==> config.mk <==
export PLATFORM = sky130hd
export DESIGN_NAME = pad_ctrl_seq_flat
export DESIGN_NICKNAME = d
export VERILOG_FILES = /design/src/rtl/pad_ctrl_seq_if.sv /design/src/rtl/pad_ctrl_seq.sv /design/src/flat_wrapper.sv
export SDC_FILE = /design/constraint.sdc
export NUM_CORES = 1
export LEC_CHECK = 0
export BUFFER_PORTS_ARGS = -buffer_cell sky130_fd_sc_hd__buf_2
export CAP_MARGIN = 20
export CORE_ASPECT_RATIO = 0.9
export CORE_UTILIZATION = 50
export CTS_CLUSTER_SIZE = 28
export DETAILED_ROUTE_END_ITERATION = 8
export HOLD_SLACK_MARGIN = 0.05
export PLACE_DENSITY = 0.83
export SYNTH_ARGS = -nofsm -noshare
export SYNTH_HDL_FRONTEND = slang
export SYNTH_SLANG_ARGS = --single-unit
==> constraint.sdc <==
create_clock -name clk_i -period 2.3 [get_ports clk_i]
set_input_delay 0.115 -clock clk_i [delete_from_list [all_inputs] [get_ports clk_i]]
set_output_delay 0.115 -clock clk_i [all_outputs]
set_load 0.05 [all_outputs]
==> src/rtl/pad_ctrl_seq_if.sv <==
// Config port of the pad controller: held request with index/data, grant,
// read-back of the currently driven config and the turnaround busy flag.
interface pad_ctrl_seq_if #(
    parameter int NumPads = 8
);
    localparam int IdxW = (NumPads > 1) ? $clog2(NumPads) : 1;

    logic            cfg_req_i;
    logic            cfg_gnt_o;
    logic [IdxW-1:0] cfg_idx_i;
    logic [7:0]      cfg_data_i;
    logic [7:0]      cfg_rdata_o;
    logic            busy_o;

    modport master (
        output cfg_req_i, cfg_idx_i, cfg_data_i,
        input  cfg_gnt_o, cfg_rdata_o, busy_o
    );

    modport slave (
        input  cfg_req_i, cfg_idx_i, cfg_data_i,
        output cfg_gnt_o, cfg_rdata_o, busy_o
    );
endinterface

==> src/rtl/pad_ctrl_seq.sv <==
// Core-side padframe controller: per-pad config registers, break-before-make
// direction turnaround and a pad-input synchroniser.
module pad_ctrl_seq #(
    parameter int NumPads    = 8,
    parameter int TurnCycles = 2,
    parameter int SyncStages = 2
) (
    input  logic               clk_i,
    input  logic               rst_ni,
    pad_ctrl_seq_if.slave      cfg,
    input  logic [NumPads-1:0] gpio_out_i,
    output logic [NumPads-1:0] gpio_in_o,
    output logic [NumPads-1:0] pad_a_o,
    output logic [NumPads-1:0] pad_oe_o,
    output logic [NumPads-1:0] pad_ie_o,
    output logic [NumPads-1:0] pad_ds0_o,
    output logic [NumPads-1:0] pad_ds1_o,
    output logic [NumPads-1:0] pad_pe_o,
    output logic [NumPads-1:0] pad_ps_o,
    output logic [NumPads-1:0] pad_sr_o,
    output logic [NumPads-1:0] pad_is_o,
    input  logic [NumPads-1:0] pad_y_i
);
    localparam int IdxW = (NumPads > 1) ? $clog2(NumPads) : 1;
    localparam int CntW = (TurnCycles > 1) ? $clog2(TurnCycles) : 1;
    localparam logic [IdxW:0]   NumPadsW = (IdxW+1)'(NumPads);
    localparam logic [CntW-1:0] CntInit  = CntW'(TurnCycles - 1);

    typedef enum logic {IDLE, TURN} state_e;

    state_e          state, state_nxt;
    logic [CntW-1:0] cnt;
    logic [IdxW-1:0] cap_idx;
    logic [7:0]      cap_data;

    logic            gnt, idx_ok, dir_flip, start_turn, wr_en;
    logic [IdxW-1:0] wr_idx;
    logic [7:0]      wr_data;
    logic [SyncStages-1:0][NumPads-1:0] sync_q;

    assign idx_ok   = {1'b0, cfg.cfg_idx_i} < NumPadsW;
    assign dir_flip = idx_ok && (cfg.cfg_data_i[0] != pad_oe_o[cfg.cfg_idx_i]);

    always_ff @(posedge clk_i) begin
        if (!rst_ni) begin
            state    <= IDLE;
            cnt      <= '0;
            cap_idx  <= '0;
            cap_data <= '0;
        end else begin
            state <= state_nxt;
            if (start_turn) begin
                cnt      <= CntInit;
                cap_idx  <= cfg.cfg_idx_i;
                cap_data <= cfg.cfg_data_i;
            end else if (state == TURN && cnt != '0) begin
                cnt <= cnt - CntW'(1);
            end
        end
    end

    always_comb begin
        state_nxt = state;
        case (state)
            IDLE:    if (start_turn) state_nxt = TURN;
            TURN:    if (cnt == '0)  state_nxt = IDLE;
            default: state_nxt = IDLE;
        endcase
    end

    // Pad writes come either from a same-direction grant or from the
    // captured config at the end of a turnaround; never both in one cycle.
    always_comb begin
        gnt        = cfg.cfg_req_i && (state == IDLE);
        start_turn = gnt && dir_flip;
        wr_en      = 1'b0;
        wr_idx     = cfg.cfg_idx_i;
        wr_data    = cfg.cfg_data_i;
        if (state == IDLE) begin
            wr_en = gnt && idx_ok && !dir_flip;
        end else if (cnt == '0) begin
            wr_en   = 1'b1;
            wr_idx  = cap_idx;
            wr_data = cap_data;
        end
        cfg.cfg_gnt_o   = gnt;
        cfg.busy_o      = (state == TURN);
        cfg.cfg_rdata_o = '0;
        if (idx_ok)
            cfg.cfg_rdata_o = {pad_is_o[cfg.cfg_idx_i], pad_sr_o[cfg.cfg_idx_i],
                               pad_ps_o[cfg.cfg_idx_i], pad_pe_o[cfg.cfg_idx_i],
                               pad_ds1_o[cfg.cfg_idx_i], pad_ds0_o[cfg.cfg_idx_i],
                               pad_ie_o[cfg.cfg_idx_i], pad_oe_o[cfg.cfg_idx_i]};
    end

    always_ff @(posedge clk_i) begin
        if (!rst_ni) begin
            pad_a_o   <= '0;
            pad_oe_o  <= '0;
            pad_ie_o  <= '0;
            pad_ds0_o <= '0;
            pad_ds1_o <= '0;
            pad_pe_o  <= '0;
            pad_ps_o  <= '0;
            pad_sr_o  <= '0;
            pad_is_o  <= '0;
        end else begin
            pad_a_o <= gpio_out_i;
            if (wr_en) begin
                pad_oe_o[wr_idx]  <= wr_data[0];
                pad_ie_o[wr_idx]  <= wr_data[1];
                pad_ds0_o[wr_idx] <= wr_data[2];
                pad_ds1_o[wr_idx] <= wr_data[3];
                pad_pe_o[wr_idx]  <= wr_data[4];
                pad_ps_o[wr_idx]  <= wr_data[5];
                pad_sr_o[wr_idx]  <= wr_data[6];
                pad_is_o[wr_idx]  <= wr_data[7];
            end else if (start_turn) begin
                pad_oe_o[cfg.cfg_idx_i] <= 1'b0;
                pad_ie_o[cfg.cfg_idx_i] <= 1'b0;
            end
        end
    end

    // Gating with IE keeps a floating receiver output out of the chain.
    always_ff @(posedge clk_i) begin
        if (!rst_ni) begin
            sync_q <= '0;
        end else begin
            sync_q[0] <= pad_ie_o & pad_y_i;
            for (int s = 1; s < SyncStages; s++)
                sync_q[s] <= sync_q[s-1];
        end
    end

    assign gpio_in_o = sync_q[SyncStages-1];
endmodule

==> src/flat_wrapper.sv <==
// flat-port wrapper written by rule: the top's interface ports become plain ports
module pad_ctrl_seq_flat 
#(
    parameter int NumPads    = 8,
    parameter int TurnCycles = 2,
    parameter int SyncStages = 2
)
  (clk_i, rst_ni, gpio_out_i, gpio_in_o, pad_a_o, pad_oe_o, pad_ie_o, pad_ds0_o, pad_ds1_o, pad_pe_o, pad_ps_o, pad_sr_o, pad_is_o, pad_y_i, cfg_cfg_req_i, cfg_cfg_idx_i, cfg_cfg_data_i, cfg_cfg_gnt_o, cfg_cfg_rdata_o, cfg_busy_o);
  pad_ctrl_seq_if #(.NumPads(NumPads)) cfg_i ();
  input  logic clk_i;
  input  logic rst_ni;
  input  logic [NumPads-1:0] gpio_out_i;
  output logic [NumPads-1:0] gpio_in_o;
  output logic [NumPads-1:0] pad_a_o;
  output logic [NumPads-1:0] pad_oe_o;
  output logic [NumPads-1:0] pad_ie_o;
  output logic [NumPads-1:0] pad_ds0_o;
  output logic [NumPads-1:0] pad_ds1_o;
  output logic [NumPads-1:0] pad_pe_o;
  output logic [NumPads-1:0] pad_ps_o;
  output logic [NumPads-1:0] pad_sr_o;
  output logic [NumPads-1:0] pad_is_o;
  input  logic [NumPads-1:0] pad_y_i;
  input wire logic [$bits(cfg_i.cfg_req_i)-1:0] cfg_cfg_req_i;
  input wire logic [$bits(cfg_i.cfg_idx_i)-1:0] cfg_cfg_idx_i;
  input wire logic [$bits(cfg_i.cfg_data_i)-1:0] cfg_cfg_data_i;
  output wire logic [$bits(cfg_i.cfg_gnt_o)-1:0] cfg_cfg_gnt_o;
  output wire logic [$bits(cfg_i.cfg_rdata_o)-1:0] cfg_cfg_rdata_o;
  output wire logic [$bits(cfg_i.busy_o)-1:0] cfg_busy_o;
  assign cfg_i.cfg_req_i = cfg_cfg_req_i;
  assign cfg_i.cfg_idx_i = cfg_cfg_idx_i;
  assign cfg_i.cfg_data_i = cfg_cfg_data_i;
  assign cfg_cfg_gnt_o = cfg_i.cfg_gnt_o;
  assign cfg_cfg_rdata_o = cfg_i.cfg_rdata_o;
  assign cfg_busy_o = cfg_i.busy_o;
  pad_ctrl_seq #(.NumPads(NumPads), .TurnCycles(TurnCycles), .SyncStages(SyncStages)) u_core (.clk_i(clk_i), .rst_ni(rst_ni), .cfg(cfg_i), .gpio_out_i(gpio_out_i), .gpio_in_o(gpio_in_o), .pad_a_o(pad_a_o), .pad_oe_o(pad_oe_o), .pad_ie_o(pad_ie_o), .pad_ds0_o(pad_ds0_o), .pad_ds1_o(pad_ds1_o), .pad_pe_o(pad_pe_o), .pad_ps_o(pad_ps_o), .pad_sr_o(pad_sr_o), .pad_is_o(pad_is_o), .pad_y_i(pad_y_i));
endmodule
==> results of run 1 <==
[sequential cells by signal, summed over array words and instances, names as in the netlist]
register           cells
u_core.cnt             1
u_core.sync_q          8
u_core.cap_idx         3
u_core.pad_ds1_o       8
u_core.pad_sr_o        8
u_core.pad_is_o        8
u_core.cfg.busy_o      1
u_core.pad_ps_o        8
u_core.pad_a_o         8
u_core.pad_ie_o        8
u_core.pad_ds0_o       8
u_core.pad_pe_o        8
u_core.pad_oe_o        8
u_core.cap_data        8
u_core.gpio_in_o       8
[power by group]
part	switching, µW	total (µW)	internal (µW)
combinational	365	556	191
sequential	33.6	1830	1790
clock	597	1320	725
[area by class of cell]
| type | count | share of cell area |
|---|---|---|
| Clock inverter | 5 | 0.01891 |
| Sequential cell | 101 | 0.3520 |
| Multi-Input combinational cell | 299 | 0.3993 |
| Tap cell | 119 | 0.02587 |
| Timing Repair Buffer | 169 | 0.1798 |
| Clock buffer | 10 | 0.02217 |
| Inverter | 3 | 0.001957 |
[what timing repair did]
| action | in CTS | in global routing |
|---|---|---|
| endpoints found under the hold margin | 23 | 0 |
| setup endpoints to repair | 12 | 29 |
| setup buffers | 0 | 2 |
| gates resized for setup | 2 | 6 |
| pin swaps | 1 | 2 |
| hold buffers | 23 | 0 |
[routing by layer]
layer	wire [µm]	GRT usage	vias to the layer above
met5	0	0	-
met4	155	0.08214	0
met2	5857	0.4313	161
met1	5398	0.3676	1896
li1	-	-	1885
met3	876	0.05259	16
[worst paths after layout]
check	from	to	slack, ns
min reg2reg	u_core.sync_q[6]	u_core.gpio_in_o[6]	0.44
max	u_core.pad_oe_o[7]	u_core.pad_ds1_o[7]	0.06
min	cfg_cfg_idx_i[0]	u_core.cap_idx[0]	0.22
max reg2reg	u_core.pad_oe_o[7]	u_core.pad_ds1_o[7]	0.06
[worst min-delay path, delay by kind of cell]
kind / cells / cell delay, ns
compound gates: 1 / 0.07
buf+inv: 2 / 0.29
simple gates: 1 / 0.06
[cells in the mapped netlist, types with 2 or more instances]
library cell	number
dfxtp_1	101
nand2_1	47
mux2i_1	46
a22o_1	27
and2_1	19
clkbuf_1	19
o21ai_0	19
nor2_1	15
nand2b_1	13
nor2b_1	12
mux2_2	11
and3_1	10
nand3_1	10
buf_4	9
a41oi_1	8
mux4_2	8
o311ai_0	8
a21oi_1	7
buf_1	5
buf_2	3
inv_1	3
nand4_1	3
nor3_1	3
o21a_1	3
o21ai_2	3
a221o_1	2
a22oi_1	2
a31oi_4	2
nand4b_1	2
nor4_1	2
[cell usage in the layout (no fill, tap or decap), types with 12 or more instances in the layout]
| cell type | n |
|---|---|
| nor2b_1 | 12 |
| nor2_1 | 15 |
| and2_1 | 19 |
| dfxtp_1 | 98 |
| o21ai_0 | 19 |
| buf_2 | 118 |
| nand2_1 | 45 |
| mux2i_1 | 46 |
| buf_4 | 26 |
| a22o_1 | 27 |
| dlygate4sd3_1 | 23 |
| nand2b_1 | 13 |
[cell families after synthesis]
logic type | Yosys count | share of synthesized area
AND/OR/NAND/NOR | 139 | 0.1567
multiplexers | 66 | 0.1726
buffers and inverters | 40 | 0.04204
XOR/XNOR | 3 | 0.009189
flip-flops | 101 | 0.4499
AO/OA/AOI/OAI | 91 | 0.1695
[metrics by stage]
stage	setup slack, ns	power [µW]	TNS, ns	area [µm²]	instances
floorplan	0.04668	2229	0	4498	440
detailed placement	-0.009563	2384	-0.03259	5253	666
global placement	0.005254	2372	0	5253	666
global route	-0.0008320	3830	-0.0008320	5756	706
finish	0.06261	3704	0	5756	706
CTS	-0.004539	3712	-0.01302	5724	704
==> results.md, run 1 <==
* Status: finished, final reports clean
* Worst Tran Pin Value at 0.7150 ns
* GP Congestion at 0.9951
* Vias in the first global route at 3831
* Hold slack at 0.2238 ns
* WL per Instance at 17.40 µm
* GRT Resource Usage Total at 0.2698
* Most area-hungry cell type in the Yosys netlist: dfxtp_1
* Die area at 9372 µm²
* Antenna viol nets, final at 0
* Final wirelength at 12290 µm
* Synth warn at 0
* Delay-heaviest family, CP: compound AO/OA/AOI/OAI gates
* Maximum vdd drop at 0.4498 mV
* CTS buffer count at 9
* Register area at 2026 µm²
* Most used flip-flop cell after synthesis: dfxtp_1
* Final hold violations at 0
* Number of diodes at 0
* Synth top area share at 0.4499
* Hold Path Class: primary input to flop
* Die W at 101.9 µm
* Global-route wire length before repair at 19290 µm
* WP data required at 2.55 ns
* H-tree levels at 3
* Clock latency on the worst-skew pair at 0.36 ns
* Vias after detailed routing at 3958
* Initial Util at 0.5197
* Total grt overflow at 0
* Critical Path Most Common Cell: a22o_1
* Worst-path maximum fanout at 6
* Max Clk Rate at 447.0 MHz
* Buf/Inv on CP at 0
* CP endpoint kind: flop
* Levels on crit path at 6
* Ports at 120
* DRC violations left at 0
* Root buf cell: clkbuf_8
* Total Nets Final at 613
* CP Class: flop to flop
* Die height at 91.94 µm
* Clock slew at reported path FFs at 0.09 ns
* Syn Area/Cell at 10.21 µm²
* Worst Skew at 0.008889 ns
* Routed vias/inst at 5.606
* EDFF count, synth at 0
* Final Util at 0.6655
* # setup viols final at 0
* Yosys reg bits at 101
* Core ar. at 8648 µm²
* Final HPWL DP at 8895 µm
* Critical path's largest stage delay at 0.36 ns
* Startpoint Class: flop
* Post-Syn Nets at 470
* Clock buffer depth at 2
* Slew margin rel. at 0.5233
* Fin crit share at 0.9728
* Slew Limit Fails at 0
* Critical path's slowest cell: a221oi_4
* Largest net degree at the start of global routing at 43
* Hold Path Stages at 4
* Max Cap Viol at 0
* Worst R2R Path Depth at 6
* Mapped cell area at 4494 µm²
* Fillers at 708
* Pleak at 0.002734 µW
* CTS sink count at 101
* Cell Chain, Critical Path: mux2_1 -> a22o_1 -> a221oi_4 -> xor2_1 -> a21oi_1 -> a22o_1
* Placement Rows at 32
* Multi-input gate area at 2298 µm²
* Drt pass-1 iters at 5
* Ranking of synthesized cells by area: dfxtp_1 45%, mux2i_1 10%, a22o_1 5.3%
* Port bufs at 119
* Async set-reset flop share out of synthesis at 0
* CP arrival at 2.49 ns
* TritonCTS clock tree: done
* Share of layout cells above drive strength 1 at 0.3407
* Final Critical Period at 2.237 ns
* Synth unique cells at 48
* Post-synthesis instance total at 440
* P per Cell Area at 643.6 nW/µm²
* Sequential-to-total area share from yosys stat at 0.4499
* Area grow syn2layout at 28.06%
* 1st-iter DRT viols at 309
* Initial antenna violation count at 0
Note: power is estimated with default switching activity, not from simulation.
==> run 2, diff against run 1 <==
--- a/config.mk
+++ b/config.mk
@@ -8,6 +8,7 @@
 export BUFFER_PORTS_ARGS = -buffer_cell sky130_fd_sc_hd__buf_2
 export CAP_MARGIN = 20
 export CORE_ASPECT_RATIO = 0.9
+export CORE_MARGIN = 2
 export CORE_UTILIZATION = 50
 export CTS_CLUSTER_SIZE = 28
 export DETAILED_ROUTE_END_ITERATION = 8
==> run 2 against run 1 <==
Sequential share of layout area fell by 0.14 points. Critical path depth did not move. Final cell count rose by 0.28%. Fmax rose by 0.86%. Power fell by 0.93%. Cell area rose by 0.41%. Non-clock buffer count rose by 1. Wire length rose by 1.9%. Global-route usage fell by 0.94 points. Largest power group unchanged.
==> results.md, run 2 (synthesis results as in run 1) <==
* CP arrival at 2.10 ns
* Global-route wire length before repair at 19890 µm
* Initial antenna violation count at 0
* Most common cell after layout, fill and taps aside: buf_2
* RSZ-0062 raised after global routing: no
* Final Critical Period at 2.218 ns
* Vias in the first global route at 3798
* FF-to-FF Start: u_core.pad_oe_o[7]
* Worst reg2reg setup slack at 0.09 ns
* CP Class: flop to primary output
* DRC violations left at 0
* 1st-iter DRT viols at 237
* Root buf cell: clkbuf_8
* CTS sink count at 101
* Total negative slack at 0 ns
* Hold Path Class: primary input to flop
* Die W at 103.9 µm
* H-tree levels at 3
* WL per Instance at 17.68 µm
* Routed vias/inst at 5.623
* RR Endpoint: u_core.pad_is_o[2]
* Vias after detailed routing at 3981
* Worst-path maximum fanout at 4
* P per Cell Area at 635.0 nW/µm²
* Area grow syn2layout at 28.59%
* Worst Hold Path EP: u_core.cap_idx[1]
* Port bufs at 119
* Final HPWL DP at 9076 µm
* Initial Util at 0.5197
* Placement Rows at 32
* TritonCTS clock tree: done
* Startpoint Class: flop
* Maximum vdd drop at 0.3781 mV
* WP data required at 2.18 ns
* Core ar. at 8648 µm²
* Final wirelength at 12520 µm
* GP Congestion at 0.9481
* Number of diodes at 0
* Hold Path Stages at 3
* Max Clk Rate at 450.8 MHz
* Total grt overflow at 0
* Worst Tran Pin Value at 0.7585 ns
* Share of layout cells above drive strength 1 at 0.3447
* Die height at 93.94 µm
* Worst R2R Path Depth at 6
* Fillers at 718
* Pre-CTS setup slack at 0.06654 ns
* Status: finished, final reports clean
* Final hold violations at 0
* Max Cap Viol at 0
* Die area at 9764 µm²
* CTS buffer count at 9
* Post-route setup slack at 0.08175 ns
* Commonest cells after routing, fill and taps aside: 118 x buf_2, 98 x dfxtp_1, 46 x nand2_1
* CP endpoint kind: primary output
* Ports at 120
* Clock buffer depth at 2
* Clock latency on the worst-skew pair at 0.37 ns
* Drt pass-1 iters at 5
* # setup viols final at 0
* Worst Skew at 0.01668 ns
* Largest net degree at the start of global routing at 47
* Antenna viol nets, final at 0
* Total Nets Final at 614
* Final Util at 0.6683
* Placed inst area at 5288 µm²
* Fin crit share at 0.9645
* Final Cell Area at 5779 µm²
* Clock slew at reported path FFs at 0.10 ns
* Min-delay src: cfg_cfg_idx_i[1]
* GRT Resource Usage Total at 0.2604
* Pleak at 0.002736 µW
* Slew margin rel. at 0.4943
* Slew Limit Fails at 0
## run 2: cell type report
cell class | instances | area, µm² | area share
Clock inverter | 6 | 97.59 | 0.01689
Clock buffer | 10 | 127.6 | 0.02208
Multi-Input combinational cell | 299 | 2310 | 0.3997
Inverter | 3 | 11.26 | 0.001948
Timing Repair Buffer | 170 | 1059 | 0.1832
Tap cell | 119 | 148.9 | 0.02576
Sequential cell | 101 | 2026 | 0.3505
## run 2: stage by stage
step | std cells | power, µW | hold WS (ns)
after floorplan | 440 | 2229 | 0.2423
after global placement | 669 | 2378 | 0.3195
after detailed placement | 669 | 2393 | 0.3259
after CTS | 708 | 3681 | 0.2104
after global routing | 708 | 3810 | 0.2229
final | 708 | 3670 | 0.2271
## run 2: metal layers
metal,part of all wire,GRT usage,vias up
li1,-,-,1889
met1,0.45,0.3503,1936
met2,0.47,0.4194,144
met3,0.069,0.06449,12
met4,0.012,0.07320,0
met5,0,0,-
## run 2: power by group
part | switching [µW] | internal, µW | leakage (µW)
logic | 367 | 197 | 0.00180
registers | 34.4 | 1790 | 0.000820
clock network | 645 | 633 | 0.000114
## run 2: how the worst max path moves through the flow
stage | from | end | slack (ns) | depth (start not counted)
final | u_core.pad_oe_o[7] | cfg_cfg_rdata_o[0] | 0.08 | 6
after global routing | u_core.pad_oe_o[7] | u_core.pad_is_o[2] | 0.01 | 6
after CTS | u_core.pad_oe_o[7] | u_core.pad_is_o[2] | 0.05 | 6
after detailed placement | u_core.pad_oe_o[7] | u_core.pad_ds0_o[3] | 0.07 | 6
after global placement | u_core.pad_oe_o[7] | u_core.pad_is_o[2] | 0.08 | 6
after floorplan | u_core.pad_oe_o[7] | u_core.pad_ps_o[2] | 0.05 | 7
## run 2: repair_timing
| item | CTS | global route |
|---|---|---|
| endpoints found under the hold margin | 23 | 0 |
| endpoints found under the setup margin | 0 | 30 |
| buffers inserted | 0 | 0 |
| resized for setup | 0 | 10 |
| hold buffers | 23 | 0 |
## run 2: worst max-delay path, stage by stage (launching register included)
cell      delay [ns]
dfxtp_2         0.33
mux2_1          0.30
a22o_1          0.26
a221oi_4        0.43
buf_6           0.17
inv_1           0.04
clkbuf_4        0.20
